## src/rtl/cp0_pkg.sv

```systemverilog
// Shared constants for the extended coprocessor 0: register indices, exception codes
// and Status/Cause field positions.
package cp0_pkg;

  localparam logic [4:0] CP0_COUNT   = 5'd9;
  localparam logic [4:0] CP0_COMPARE = 5'd11;
  localparam logic [4:0] CP0_SR      = 5'd12;
  localparam logic [4:0] CP0_CAUSE   = 5'd13;
  localparam logic [4:0] CP0_EPC     = 5'd14;
  localparam logic [4:0] CP0_PRID    = 5'd15;

  localparam logic [4:0] EXC_INT  = 5'd0;
  localparam logic [4:0] EXC_ADEL = 5'd4;
  localparam logic [4:0] EXC_ADES = 5'd5;
  localparam logic [4:0] EXC_RI   = 5'd10;
  localparam logic [4:0] EXC_OV   = 5'd12;

  localparam int unsigned SR_IE         = 0;
  localparam int unsigned SR_EXL        = 1;
  localparam int unsigned SR_IM_LSB     = 8;
  localparam int unsigned CAUSE_EXC_LSB = 2;
  localparam int unsigned CAUSE_IP_LSB  = 8;
  localparam int unsigned CAUSE_TI      = 30;
  localparam int unsigned CAUSE_BD      = 31;

  // A delay-slot fault restarts at the branch, one word earlier.
  function automatic logic [31:0] epc_align(input logic [31:0] pc, input logic bd);
    return (bd ? pc - 32'd4 : pc) & ~32'd3;
  endfunction

endpackage

```

## src/rtl/cp0_ext_if.sv

```systemverilog
// Pipeline-side connection of coprocessor 0: register access, exception info and redirect.
interface cp0_ext_if #(
  parameter int unsigned HW_INT_N = 6
);
  logic [4:0]          A1;
  logic [31:0]         RD;
  logic [4:0]          A2;
  logic [31:0]         WD;
  logic                WE;
  logic [31:0]         nEPC;
  logic [4:0]          nExc;
  logic                nBD;
  logic [HW_INT_N-1:0] HWInt;
  logic                ERET;
  logic                IntReq;
  logic [31:0]         EPC;

  modport master (
    output A1, A2, WD, WE, nEPC, nExc, nBD, HWInt, ERET,
    input  RD, IntReq, EPC
  );

  modport slave (
    input  A1, A2, WD, WE, nEPC, nExc, nBD, HWInt, ERET,
    output RD, IntReq, EPC
  );
endinterface

```

## src/rtl/cp0_timer.sv

```systemverilog
// Free-running Count with a Compare match that latches TI until Compare is rewritten.
module cp0_timer (
  input  logic        clk_i,
  input  logic        rst_i,
  input  logic        count_we_i,
  input  logic        compare_we_i,
  input  logic [31:0] wd_i,
  output logic [31:0] count_o,
  output logic [31:0] compare_o,
  output logic        ti_o
);

  logic [31:0] count_q, count_d;
  logic [31:0] compare_q, compare_d;
  logic        ti_q, ti_d;

  always_comb begin
    count_d   = count_we_i ? wd_i : count_q + 32'd1;
    compare_d = compare_we_i ? wd_i : compare_q;
    ti_d      = ti_q;
    if (compare_we_i) begin
      ti_d = 1'b0;
    end else if (count_q == compare_q) begin
      ti_d = 1'b1;
    end
  end

  always_ff @(posedge clk_i or posedge rst_i) begin
    if (rst_i) begin
      count_q   <= 32'd0;
      compare_q <= 32'd0;
      ti_q      <= 1'b0;
    end else begin
      count_q   <= count_d;
      compare_q <= compare_d;
      ti_q      <= ti_d;
    end
  end

  assign count_o   = count_q;
  assign compare_o = compare_q;
  assign ti_o      = ti_q;

endmodule

```

## src/rtl/cp0_ext.sv

```systemverilog
// Coprocessor 0 beside the MEM/WB boundary: interrupt/exception arbitration, EPC capture,
// mtc0/eret handling and optional Count/Compare timer.
module cp0_ext #(
  parameter int unsigned HW_INT_N = 6,
  parameter bit          TIMER_EN = 1'b1,
  parameter logic [31:0] PRID     = 32'h2020_1207
) (
  input logic       clk,
  input logic       reset,
  cp0_ext_if.slave  bus
);
  import cp0_pkg::*;

  logic [7:0]  im_q, im_d;
  logic        exl_q, exl_d;
  logic        ie_q, ie_d;
  logic        bd_q, bd_d;
  logic [7:0]  ip_q, ip_d;
  logic [4:0]  exc_q, exc_d;
  logic [31:0] epc_q, epc_d;

  logic [5:0]  hw_ext;
  logic        int_pend, exc_pend, int_req, wr_en;
  logic        ti;
  logic [31:0] count, compare;
  logic [31:0] rd;

  always_comb begin
    hw_ext                 = '0;
    hw_ext[HW_INT_N-1:0]   = bus.HWInt;
  end

  always_comb begin
    int_pend = ie_q & ~exl_q & (|(ip_q & im_q));
    exc_pend = (bus.nExc != EXC_INT) & ~exl_q;
    int_req  = (int_pend | exc_pend) & ~bus.ERET & ~reset;
    // Taking an exception squashes the mtc0 committing alongside it.
    wr_en    = bus.WE & ~int_req;
  end

  always_comb begin
    im_d  = im_q;
    exl_d = exl_q;
    ie_d  = ie_q;
    bd_d  = bd_q;
    exc_d = exc_q;
    epc_d = epc_q;
    ip_d  = {hw_ext[5] | ti, hw_ext[4:0], ip_q[1:0]};
    if (int_req) begin
      exl_d = 1'b1;
      exc_d = int_pend ? EXC_INT : bus.nExc;
      bd_d  = bus.nBD;
      epc_d = epc_align(bus.nEPC, bus.nBD);
    end else if (bus.WE) begin
      case (bus.A2)
        CP0_SR: begin
          im_d  = bus.WD[SR_IM_LSB +: 8];
          exl_d = bus.WD[SR_EXL];
          ie_d  = bus.WD[SR_IE];
        end
        CP0_CAUSE: ip_d[1:0] = bus.WD[CAUSE_IP_LSB +: 2];
        CP0_EPC:   epc_d     = bus.WD & ~32'd3;
        default: ;
      endcase
    end
    if (bus.ERET) begin
      exl_d = 1'b0;
    end
  end

  always_ff @(posedge clk or posedge reset) begin
    if (reset) begin
      im_q  <= 8'd0;
      exl_q <= 1'b0;
      ie_q  <= 1'b0;
      bd_q  <= 1'b0;
      ip_q  <= 8'd0;
      exc_q <= 5'd0;
      epc_q <= 32'd0;
    end else begin
      im_q  <= im_d;
      exl_q <= exl_d;
      ie_q  <= ie_d;
      bd_q  <= bd_d;
      ip_q  <= ip_d;
      exc_q <= exc_d;
      epc_q <= epc_d;
    end
  end

  if (TIMER_EN) begin : g_timer
    cp0_timer u_timer (
      .clk_i        (clk),
      .rst_i        (reset),
      .count_we_i   (wr_en && (bus.A2 == CP0_COUNT)),
      .compare_we_i (wr_en && (bus.A2 == CP0_COMPARE)),
      .wd_i         (bus.WD),
      .count_o      (count),
      .compare_o    (compare),
      .ti_o         (ti)
    );
  end else begin : g_no_timer
    assign count   = 32'd0;
    assign compare = 32'd0;
    assign ti      = 1'b0;
  end

  always_comb begin
    case (bus.A1)
      CP0_SR:      rd = {16'd0, im_q, 6'd0, exl_q, ie_q};
      CP0_CAUSE:   rd = {bd_q, ti, 14'd0, ip_q, 1'b0, exc_q, 2'b00};
      CP0_EPC:     rd = epc_q;
      CP0_PRID:    rd = PRID;
      CP0_COUNT:   rd = count;
      CP0_COMPARE: rd = compare;
      default:     rd = 32'd0;
    endcase
  end

  assign bus.RD     = rd;
  assign bus.IntReq = int_req;
  assign bus.EPC    = epc_q;

endmodule

```

## src/flat_wrapper.sv

```systemverilog
// flat-port wrapper written by rule: the top's interface ports become plain ports
module cp0_ext_flat import cp0_pkg::*;
#(
  parameter int unsigned HW_INT_N = 6,
  parameter bit          TIMER_EN = 1'b1,
  parameter logic [31:0] PRID     = 32'h2020_1207
)
  (clk, reset, bus_A1, bus_A2, bus_WD, bus_WE, bus_nEPC, bus_nExc, bus_nBD, bus_HWInt, bus_ERET, bus_RD, bus_IntReq, bus_EPC);
  cp0_ext_if #(.HW_INT_N(HW_INT_N)) bus_i ();
  input logic clk;
  input logic reset;
  input wire logic [$bits(bus_i.A1)-1:0] bus_A1;
  input wire logic [$bits(bus_i.A2)-1:0] bus_A2;
  input wire logic [$bits(bus_i.WD)-1:0] bus_WD;
  input wire logic [$bits(bus_i.WE)-1:0] bus_WE;
  input wire logic [$bits(bus_i.nEPC)-1:0] bus_nEPC;
  input wire logic [$bits(bus_i.nExc)-1:0] bus_nExc;
  input wire logic [$bits(bus_i.nBD)-1:0] bus_nBD;
  input wire logic [$bits(bus_i.HWInt)-1:0] bus_HWInt;
  input wire logic [$bits(bus_i.ERET)-1:0] bus_ERET;
  output wire logic [$bits(bus_i.RD)-1:0] bus_RD;
  output wire logic [$bits(bus_i.IntReq)-1:0] bus_IntReq;
  output wire logic [$bits(bus_i.EPC)-1:0] bus_EPC;
  assign bus_i.A1 = bus_A1;
  assign bus_i.A2 = bus_A2;
  assign bus_i.WD = bus_WD;
  assign bus_i.WE = bus_WE;
  assign bus_i.nEPC = bus_nEPC;
  assign bus_i.nExc = bus_nExc;
  assign bus_i.nBD = bus_nBD;
  assign bus_i.HWInt = bus_HWInt;
  assign bus_i.ERET = bus_ERET;
  assign bus_RD = bus_i.RD;
  assign bus_IntReq = bus_i.IntReq;
  assign bus_EPC = bus_i.EPC;
  cp0_ext #(.HW_INT_N(HW_INT_N), .TIMER_EN(TIMER_EN), .PRID(PRID)) u_core (.clk(clk), .reset(reset), .bus(bus_i));
endmodule
```

## config.mk

```make
export PLATFORM = sky130hd
export DESIGN_NAME = cp0_ext_flat
export DESIGN_NICKNAME = d
export VERILOG_FILES = /design/src/rtl/cp0_pkg.sv /design/src/rtl/cp0_ext_if.sv /design/src/rtl/cp0_timer.sv /design/src/rtl/cp0_ext.sv /design/src/flat_wrapper.sv
export SDC_FILE = /design/constraint.sdc
export NUM_CORES = 1
export LEC_CHECK = 0
export BUFFER_PORTS_ARGS = -buffer_cell sky130_fd_sc_hd__buf_2
export CAP_MARGIN = 0
export CORE_ASPECT_RATIO = 1.4
export CORE_MARGIN = 2
export CORE_UTILIZATION = 35
export DETAILED_ROUTE_END_ITERATION = 12
export PLACE_DENSITY = 0.51
export REMOVE_ABC_BUFFERS = 1
export SLEW_MARGIN = 20
export SYNTH_ARGS = -nofsm -noshare
export SYNTH_HDL_FRONTEND = slang
export SYNTH_SLANG_ARGS = --single-unit
```

## constraint.sdc

```tcl
create_clock -name clk -period 4.9 [get_ports clk]
set_clock_uncertainty 0.1 [all_clocks]
set_input_delay 0.98 -clock clk [delete_from_list [all_inputs] [get_ports clk]]
set_output_delay 0.98 -clock clk [all_outputs]
set_load 0.005 [all_outputs]
```

==> results of run 1 <==
[cells by family after synthesis]
logic type | Yosys count | synth area share [%]
fa+ha+maj | 2 | 0.334
mux | 130 | 21.6
buf+inv | 56 | 3.85
xor+xnor | 90 | 10.5
simple gates | 177 | 14.0
other cells | 1 | 0.0500
flops | 119 | 39.7
compound gates | 112 | 10.0
[per-layer routing]
layer	vias to the layer above	track usage, %	wire, um
met5	-	0	0
met4	0	8.61	637
met3	30	2.69	878
met2	192	38.9	12500
met1	3046	25.7	9850
li1	2755	-	-
[stage by stage]
step,setup slack [ns],hold WS (ns),total power (W),setup TNS [ns],utilization [%]
after global routing,1.07,0.418,0.00358,0,42.4
after floorplan,-2.11,0.350,0.00194,-63.50,-
after detailed placement,1.06,0.380,0.00229,0,40.0
after global placement,1.09,0.375,0.00226,0,40.0
after CTS,1.15,0.393,0.00344,0,42.4
final,1.09,0.391,0.00342,0,42.4
[worst register-to-register path, stage by stage (launching register included)]
cell     delay (ns)
dfrtp_1        0.40
a22oi_1        0.29
a41o_1         0.40
a211o_2        0.59
nand3_4        0.73
mux2_4         0.55
[synthesized netlist by cell type, drive strengths merged (2+ instances only)]
library cell	instances	area, um2
a221o	3	30.0
mux2i	55	551
or2	2	12.5
nand2b	3	18.8
dfrtp	119	2980
a222oi	2	20.0
xor2	9	78.8
mux2	75	1070
nor3	11	55.1
buf	21	156
nor4b	2	32.5
nor2	21	78.8
nor3b	2	15.0
a21oi	30	150
clkbuf	26	98.8
and4	4	35.0
nand2	56	218
nand4b	3	26.3
a22oi	16	120
nor4	16	161
inv	9	33.8
nor4bb	2	20.0
nand3	14	82.6
ha	2	25.0
or4	2	18.8
or3	3	18.8
a221oi	10	87.6
nand3b	2	27.5
a22o	19	166
nor2b	4	25.0
o21ai	27	135
and3	5	31.3
and2	2	12.5
nand4	21	138
xnor2	81	709
[how the worst min path moves through the flow]
stage               startpoint              end  slack [ns]  cells after the start
2_1_floorplan  u_core.exc_q[0]  u_core.exc_q[0]        0.35                      2
3_3_place_gp   u_core.exc_q[4]  u_core.exc_q[4]        0.38                      2
3_5_place_dp   u_core.exc_q[4]  u_core.exc_q[4]        0.38                      2
4_1_cts        u_core.exc_q[4]  u_core.exc_q[4]        0.39                      2
5_1_grt        u_core.exc_q[3]  u_core.exc_q[3]        0.42                      2
6_report       u_core.exc_q[4]  u_core.exc_q[4]        0.39                      2
[layout by cell type, fill, tap and decap left out, types with 2 or more instances in the layout]
cell,n
buf_2,150
dfrtp_1,119
xnor2_1,81
mux2_4,59
mux2i_1,55
nand2_1,54
a21oi_1,30
o21ai_0,27
nor2_1,21
nand4_1,20
a22o_1,19
clkbuf_16,17
a22oi_1,16
nand3_1,13
nor3_1,11
buf_4,11
a221oi_1,10
xor2_1,9
nor4_1,9
mux2_1,9
inv_1,8
mux2_2,7
nor4_2,5
and3_1,5
clkinv_2,5
and4_1,4
nand2b_1,3
nor2b_1,3
or3_1,3
nand4b_1,3
a221o_1,3
clkbuf_8,3
nor4_4,2
or2_2,2
nor3b_1,2
nor4bb_4,2
and2_0,2
a222oi_1,2
ha_1,2
conb_1,2
[power groups by stage]
stage                     logic, W  clock network (W)  registers [W]
after floorplan           0.000537                  0        0.00140
after global placement    0.000801                  0        0.00146
after detailed placement  0.000815                  0        0.00148
after CTS                 0.000819            0.00116        0.00146
after global routing      0.000889            0.00120        0.00149
final                     0.000811            0.00114        0.00146
[state kept, by name, indices dropped and copies added (netlist names)]
register and cells:
u_core.bus.EPC 30, u_core.exl_q 1, u_core.ip_q 8, u_core.g_timer.u_timer.ti_o 1, u_core.exc_q 5, u_core.g_timer.u_timer.compare_o 32
u_core.im_q 8, u_core.ie_q 1, u_core.g_timer.u_timer.count_o 32, u_core.bd_q 1
[cell type report]
class | instances | area share, %
repair buffers | 161 | 9.29
multi-input cells | 513 | 47.6
clock buffers | 20 | 5.20
flip-flops and latches | 119 | 33.2
inverters | 9 | 0.405
clock inverters | 6 | 0.614
well taps | 260 | 3.63
==> run metrics, run 1 <==
RD Place Congestion=0.799; sequential power share=42.8%; Setup crit end=bus_RD[13]; first-pass GRT wire length=36,900 um; Post-Layout Inst Area=8970 um2; worst reg2reg path endpoint=u_core.g_timer.u_timer.compare_o[28]; pins over their slew limit=0; wire per inst=22.0 um; 1st-iter DRT viols=329; outcome=finished clean; DR vias=6,023; Final min period=3.81 ns; Seq. cell area=2980 um2; area of the core=21,100 um2; Yosys Warn Count=0; Crit path max-delay family=simple AND/OR/NAND/NOR gates; GRT Total Usage=21.5%; CTS tree=done; FF-to-FF Start=u_core.im_q[7]; Initial Utilization=35.5%; clock sinks=119; Nets=913; Post-synth EDFFs=0; Worst EP arrival=2.73 ns; Primary FF master, synth=dfrtp_1; Clock Tree Buf Depth=2; fin crit share=77.8%; CTS clock-pin slew for the worst setup and hold paths=0.05 ns; drt total wl=23,900 um; number of global-route vias before repair=6,315; Required @ worst endpoint=3.82 ns; worst r2r path cells=5; CP cell instances=buf_2 -> and4b_1 -> nor2b_1 -> a22o_1 -> a21oi_1 -> o21ai_0 -> buf_2; clk_lat worst skew=0.42 ns; Port Buffers=150; hpwl dp=17,200 um; # setup viols final=0; post-CTS sizing=0; critical path's slowest cell=nor2b_1; Rows=63; ANT nets after route=0; DR vias/cell=5.54; hold_buf cts=0; slowest stage delay, CP=0.72 ns; crit path max fanout=6; fraction of layout cells with a size suffix above 1=33.2%; Logic pwr share=23.7%; Slew @ Worst Pin=0.890 ns; pin count of the biggest net entering global routing=66; cell count along the critical path=7; filler instances=2,070; RSZ-0062 raised after global routing=false; layout overhead on the synthesized area=19.5%; initial antenna violation count=0; Placed Cells incl. Taps=1,062; ANT cells=0; Seq cells post-synth=119; Avg Inst Size Synth=10.9 um2; sequential share of the synthesized area=39.7%; power per cell area=381 nW/um2; placed instance area=8440 um2; Max Freq=0.262 GHz; CP endpoint kind=output pin; CTS buffer count=17; Buf+Inv Stages, Crit Path=2; multi-input logic area=4270 um2; reg2reg setup slack=1.72 ns; # IOs=155; Async S/R FF share, synth=100%; VDD IR max=0.000261 V; full die area=22,600 um2; Setup Fix Bufs, Post-CTS=0; critical path startpoint=bus_A1[4]; Max-Slew Margin vs Limit=40.5%; Post-Syn Area=7500 um2; cell-internal power=0.00237 W; switching share of power=30.6%; max_cap viols=0; GRT overflow=0; Worst Setup Start Kind=primary input; Hold Fails Final Rpt=0; HP Class=register to register; Crit path top cell by count=buf_2; Psw=0.00105 W; height of the chip=177 um; synthesized instance count=687; CP Class=primary input to output pin; Die W=128 um; drt drc=0; fin cells=1,088; H-tree depth=4; Static Leak=4.31 nW; Clk pwr share=33.4%; root buffer cell=clkbuf_16; DR pass1 iterations=5; Unique masters post-synth=57
Power figures use the tool's default switching activity.
==> inputs of run 2 (changes only) <==
clock period = 3.86 ns   (was 4.9 ns; I/O delays follow)
==> run metrics, run 2 (synthesis gave the netlist of run 1 again) <==
fraction of layout cells with a size suffix above 1=34.0% (+0.76 points); layout overhead on the synthesized area=22.2%; full die area=22,600 um2 (unchanged); Crit path max-delay family=simple AND/OR/NAND/NOR gates; # setup viols final=0 (unchanged); HP Class=primary input to async pin; crit path max fanout=6 (unchanged); final setup margin=0.541 ns (-0.549 ns); commonest non-fill, non-tap cells in the layout=buf_2, dfrtp_1, xnor2_1, mux2_4, mux2i_1; placed instance area=8490 um2 (+0.59%); Clock Tree Buf Depth=2 (unchanged); WHS=0.303 ns (-0.0875 ns); area of the core=21,100 um2 (unchanged); Max Freq=0.301 GHz; drt total wl=23,900 um (-0.18%); Crit path top cell by count=buf_2; Buf+Inv Stages, Crit Path=2 (unchanged); power per cell area=514 nW/um2 (+35%); grt peak-use layer=met2; clock sinks=119 (unchanged); Initial Utilization=35.5% (unchanged); wire per inst=21.7 um (-1.2%); Slew @ Worst Pin=0.980 ns (+0.0897 ns); met3 Use GR=3.02% (+0.33 points); CP Class=primary input to output pin; pin count of the biggest net entering global routing=86 (+30%); CTS tree=done; GRT overflow=0 (unchanged); CP cell instances=buf_2 -> nor4bb_4 -> and2_0 -> a22o_1 -> a21oi_1 -> o21ai_0 -> buf_2; ANT nets after route=0 (unchanged); Required @ worst endpoint=2.99 ns (-0.83 ns); height of the chip=177 um (unchanged); Max-Slew Margin vs Limit=34.5% (-6.1 points); Static Leak=4.40 nW (+2.0%); sum of negative setup slack=0 ns (unchanged); fin crit share=86.0%; Die W=128 um (unchanged); Final min period=3.32 ns; hpwl dp=17,300 um (+0.59%); Post-Layout Inst Area=9170 um2 (+2.2%); outcome=finished clean; Port Buffers=150 (unchanged); Setup Fix Bufs, Post-CTS=0 (unchanged); Worst Setup Start Kind=primary input; Placed Cells incl. Taps=1,067 (+0.47%); GRT met1 Usage=25.7% (about the same); M2 GR Usage=39.6% (+0.67 points); RD Place Congestion=0.796 (-0.36%); slowest stage delay, CP=0.57 ns (-0.15 ns); initial antenna violation count=0 (unchanged); DR pass1 iterations=6 (+1); CTS buffer count=17 (unchanged); H-tree depth=4 (unchanged); DR vias/cell=5.46 (-1.3%); 1st-iter DRT viols=266 (-19%); Worst EP arrival=2.45 ns (-0.28 ns); drt drc=0 (unchanged); first-pass GRT wire length=36,900 um (about the same); GRT Total Usage=21.5% (about the same); pins over their slew limit=0 (unchanged); Nets=918 (+0.55%); ANT cells=0 (unchanged); fin cells=1,099 (+1.0%); root buffer cell=clkbuf_16; Hold Fails Final Rpt=0 (unchanged); Rows=63 (unchanged); VDD IR max=0.000320 V (+22%); critical path's slowest cell=and2_0; post-CTS sizing=0 (unchanged); CP endpoint kind=output pin; hold_buf cts=0 (unchanged); most common cell after layout, fill and taps aside=buf_2; Setup WS pre-CTS=0.565 ns (-0.497 ns); # IOs=155 (unchanged); RSZ-0062 raised after global routing=false; clk_lat worst skew=0.42 ns (about the same); max_cap viols=0 (unchanged); CTS clock-pin slew for the worst setup and hold paths=0.06 ns (about the same); DR vias=6,002 (-0.35%); number of global-route vias before repair=6,282 (-0.52%)
[run 2: changes by cell type in the layout (fill, tap and decap cells not counted)]
cell,previous run,this run
buf_4,11,15
buf_12,0,1
nor2b_2,1,0
clkbuf_8,3,0
clkinv_4,0,2
bufinv_16,1,6
inv_6,0,3
clkinvlp_4,0,2
clkinv_2,5,2
nor2b_1,3,4
[run 2: where the power goes]
part,total (W),leakage (nW),internal [W],switching (W)
clock network,0.00183,0.324,0.00122,0.000611
registers,0.00186,1.48,0.00152,0.000340
logic,0.00103,2.60,0.000585,0.000442
[run 2: worst reg2reg max path, delay by kind of cell (launching register included)]
kind | cells | cell delay [ns]
AO/OA/AOI/OAI | 2 | 0.73
buffers and inverters | 2 | 0.80
flip-flops | 1 | 0.43
multiplexers | 1 | 0.43
AND/OR/NAND/NOR | 2 | 0.29
[run 2: routing by layer]
metal  up-vias  routed length (um)
met5         -                   0
met1      3041                9710
met2       163               12900
li1       2776                   -
met3        22                 877
met4         0                 384
[run 2: cell type report]
cell class / instances / area, um2
fill: 2069 / 12000
tap: 260 / 325
inverter: 9 / 36.3
clock inverter: 15 / 249
clock buffer: 17 / 425
multi-input combinational: 513 / 4270
timing repair buffer: 166 / 883
sequential: 119 / 2980
[run 2: worst paths after layout]
check | from | to | slack (ns) | depth (start not counted)
setup / recovery | bus_A1[4] | bus_RD[13] | 0.54 | 7
hold / removal | reset | u_core.exc_q[1] | 0.30 | 2
setup reg to reg | u_core.exl_q | u_core.g_timer.u_timer.compare_o[30] | 0.98 | 7
hold reg to reg | u_core.exc_q[3] | u_core.exc_q[3] | 0.41 | 2
max in group asynchronous | reset | u_core.g_timer.u_timer.compare_o[27] | 2.52 | 3
min in group clk | bus_HWInt[3] | u_core.ip_q[5] | 0.36 | 1
[run 2: metrics by stage]
step | util, % | power [W]
6_report | 43.4 | 0.00471
5_1_grt | 43.4 | 0.00493
4_1_cts | 43.4 | 0.00475
3_5_place_dp | 40.2 | 0.00291
3_3_place_gp | 40.2 | 0.00287
2_1_floorplan | - | 0.00246
==> inputs of run 3 (changes only) <==
==> constraint.sdc (replaced) <==
create_clock -name clk -period 3.86 [get_ports clk]
set_clock_uncertainty 0.1 [all_clocks]
set_input_delay 0.386 -clock clk [delete_from_list [all_inputs] [get_ports clk]]
set_output_delay 0.386 -clock clk [all_outputs]
set_load 0.005 [all_outputs]
==> run metrics, run 3 (synthesis gave the netlist of run 1 again) <==
wire per inst=21.9 um (+1.1%); worst reg2reg path endpoint=u_core.g_timer.u_timer.compare_o[29]; clock sinks=119 (unchanged); hpwl dp=17,000 um (-1.6%); CP cell instances=a22oi_1 -> a41o_1 -> a211o_2 -> nand3_4 -> mux2_2; Post-Layout Inst Area=9210 um2 (+0.45%); Core Util, Final=43.6% (+0.20 points); CP Class=register to register; slowest stage delay, CP=0.64 ns (+0.07 ns); # IOs=155 (unchanged); RSZ-0062 raised after global routing=false; pins over their slew limit=0 (unchanged); Buf+Inv Stages, Crit Path=0 (-2); layout overhead on the synthesized area=22.8%; Die W=128 um (unchanged); GRT Total Usage=21.7% (+0.17 points); RD Place Congestion=0.783 (-1.7%); Rows=63 (unchanged); Crit path max-delay family=compound AO/OA/AOI/OAI gates; worst r2r path cells=5 (-2); fraction of layout cells with a size suffix above 1=33.3% (-0.72 points); Port Buffers=150 (unchanged); Final min period=2.90 ns (-0.420 ns); drt drc=0 (unchanged); number of global-route vias before repair=6,244 (-0.60%); root buffer cell=clkbuf_16; first-pass GRT wire length=36,900 um (about the same); fin crit share=75.1% (-11 points); Required @ worst endpoint=4.06 ns (+1.07 ns); placed instance area=8460 um2 (-0.44%); reg2reg setup slack=0.96 ns (-0.02 ns); Max-Slew Margin vs Limit=40.0% (+5.6 points); fin cells=1,099 (unchanged); 1st-iter DRT viols=353 (+33%); GRT overflow=0 (unchanged); height of the chip=177 um (unchanged); max_cap viols=0 (unchanged); CTS buffer count=17 (unchanged); Clock Tree Buf Depth=2 (unchanged); Setup Fix Bufs, Post-CTS=0 (unchanged); crit path max fanout=32 (+26); CTS tree=done; pin count of the biggest net entering global routing=59 (-31%); outcome=finished clean; Slew @ Worst Pin=0.896 ns (-0.0834 ns); drt total wl=24,100 um (+1.1%); Static Leak=4.41 nW (+0.34%); Max Freq=0.345 GHz (+14%); sum of negative setup slack=0 ns (unchanged); post-CTS sizing=0 (unchanged); # setup viols final=0 (unchanged); Setup WS pre-CTS=0.889 ns (+0.324 ns); most common cell after layout, fill and taps aside=buf_2; DR vias=6,020 (+0.30%); clk_lat worst skew=0.42 ns (about the same); CP endpoint kind=register; Initial Utilization=35.5% (unchanged); Placed Cells incl. Taps=1,062 (-0.47%); power per cell area=521 nW/um2 (+1.5%); HP Class=primary input to async pin; area of the core=21,100 um2 (unchanged); DR vias/cell=5.48 (+0.30%); DR pass1 iterations=4 (-2); Hold Fails Final Rpt=0 (unchanged); FF-to-FF Start=u_core.im_q[6]; filler instances=2,096 (+1.3%); final setup margin=0.961 ns (+0.420 ns); initial antenna violation count=0 (unchanged); Nets=918 (unchanged); Worst Setup Start Kind=register; Worst EP arrival=3.10 ns (+0.65 ns); CTS clock-pin slew for the worst setup and hold paths=0.06 ns (about the same); commonest non-fill, non-tap cells in the layout=buf_2, dfrtp_1, xnor2_1, mux2_4, mux2i_1; critical path's slowest cell=nand3_4; H-tree depth=4 (unchanged); ANT nets after route=0 (unchanged); VDD IR max=0.000324 V (+1.5%); ANT cells=0 (unchanged); full die area=22,600 um2 (unchanged)
==> run 3: cell types whose count changed in the layout (fill, tap and decap cells not counted) <==
cell	change
buf_4	-5
bufinv_16	+1
clkbuf_1	+1
clkbuf_8	+2
clkinv_4	+1
clkinvlp_4	-2
dlygate4sd3_1	+5
inv_6	-3
==> run 3: layout make-up <==
| class | count | area (um2) | area share (%) |
|---|---|---|---|
| clock buffer | 20 | 457 | 4.96 |
| inverter | 9 | 36.3 | 0.394 |
| clock inverter | 12 | 246 | 2.68 |
| sequential | 119 | 2980 | 32.3 |
| tap | 260 | 325 | 3.53 |
| multi-input combinational | 513 | 4270 | 46.4 |
| timing repair buffer | 166 | 896 | 9.73 |
==> run 3: power by group <==
| group | internal (W) | switching [W] |
|---|---|---|
| combinational | 0.000587 | 0.000446 |
| clock | 0.00131 | 0.000597 |
| sequential | 0.00152 | 0.000343 |
==> run 3: per-layer routing <==
metal | vias up | wire, um | global-route usage, %
li1 | 2780 | - | -
met1 | 3036 | 9830 | 25.5
met2 | 175 | 12800 | 39.4
met3 | 29 | 910 | 3.42
met4 | 0 | 601 | 8.15
met5 | - | 0 | 0
==> run 3: repair_timing <==
| action | CTS | global route |
|---|---|---|
| hold endpoints to repair | 5 | 0 |
| endpoints found under the setup margin | 0 | 0 |
| hold buffers | 5 | 0 |
==> run 3: stage by stage <==
| step | hold WS [ns] | total power (W) |
|---|---|---|
| after floorplan | 0.317 | 0.00246 |
| after global placement | 0.375 | 0.00287 |
| after detailed placement | 0.385 | 0.00291 |
| after CTS | 0.0299 | 0.00483 |
| after global routing | 0.0692 | 0.00502 |
| final | 0.000739 | 0.00480 |
==> run 3: worst max-delay path by stage <==
| stage | start | end | cells after the start |
|---|---|---|---|
| floorplan | bus_A1[2] | bus_RD[10] | 5 |
| global route | u_core.im_q[7] | u_core.g_timer.u_timer.compare_o[29] | 5 |
| global placement | bus_nExc[3] | u_core.g_timer.u_timer.compare_o[28] | 6 |
| CTS | u_core.im_q[7] | u_core.g_timer.u_timer.compare_o[19] | 5 |
| finish | u_core.im_q[6] | u_core.g_timer.u_timer.compare_o[29] | 5 |
| detailed placement | bus_nExc[3] | u_core.g_timer.u_timer.compare_o[19] | 6 |
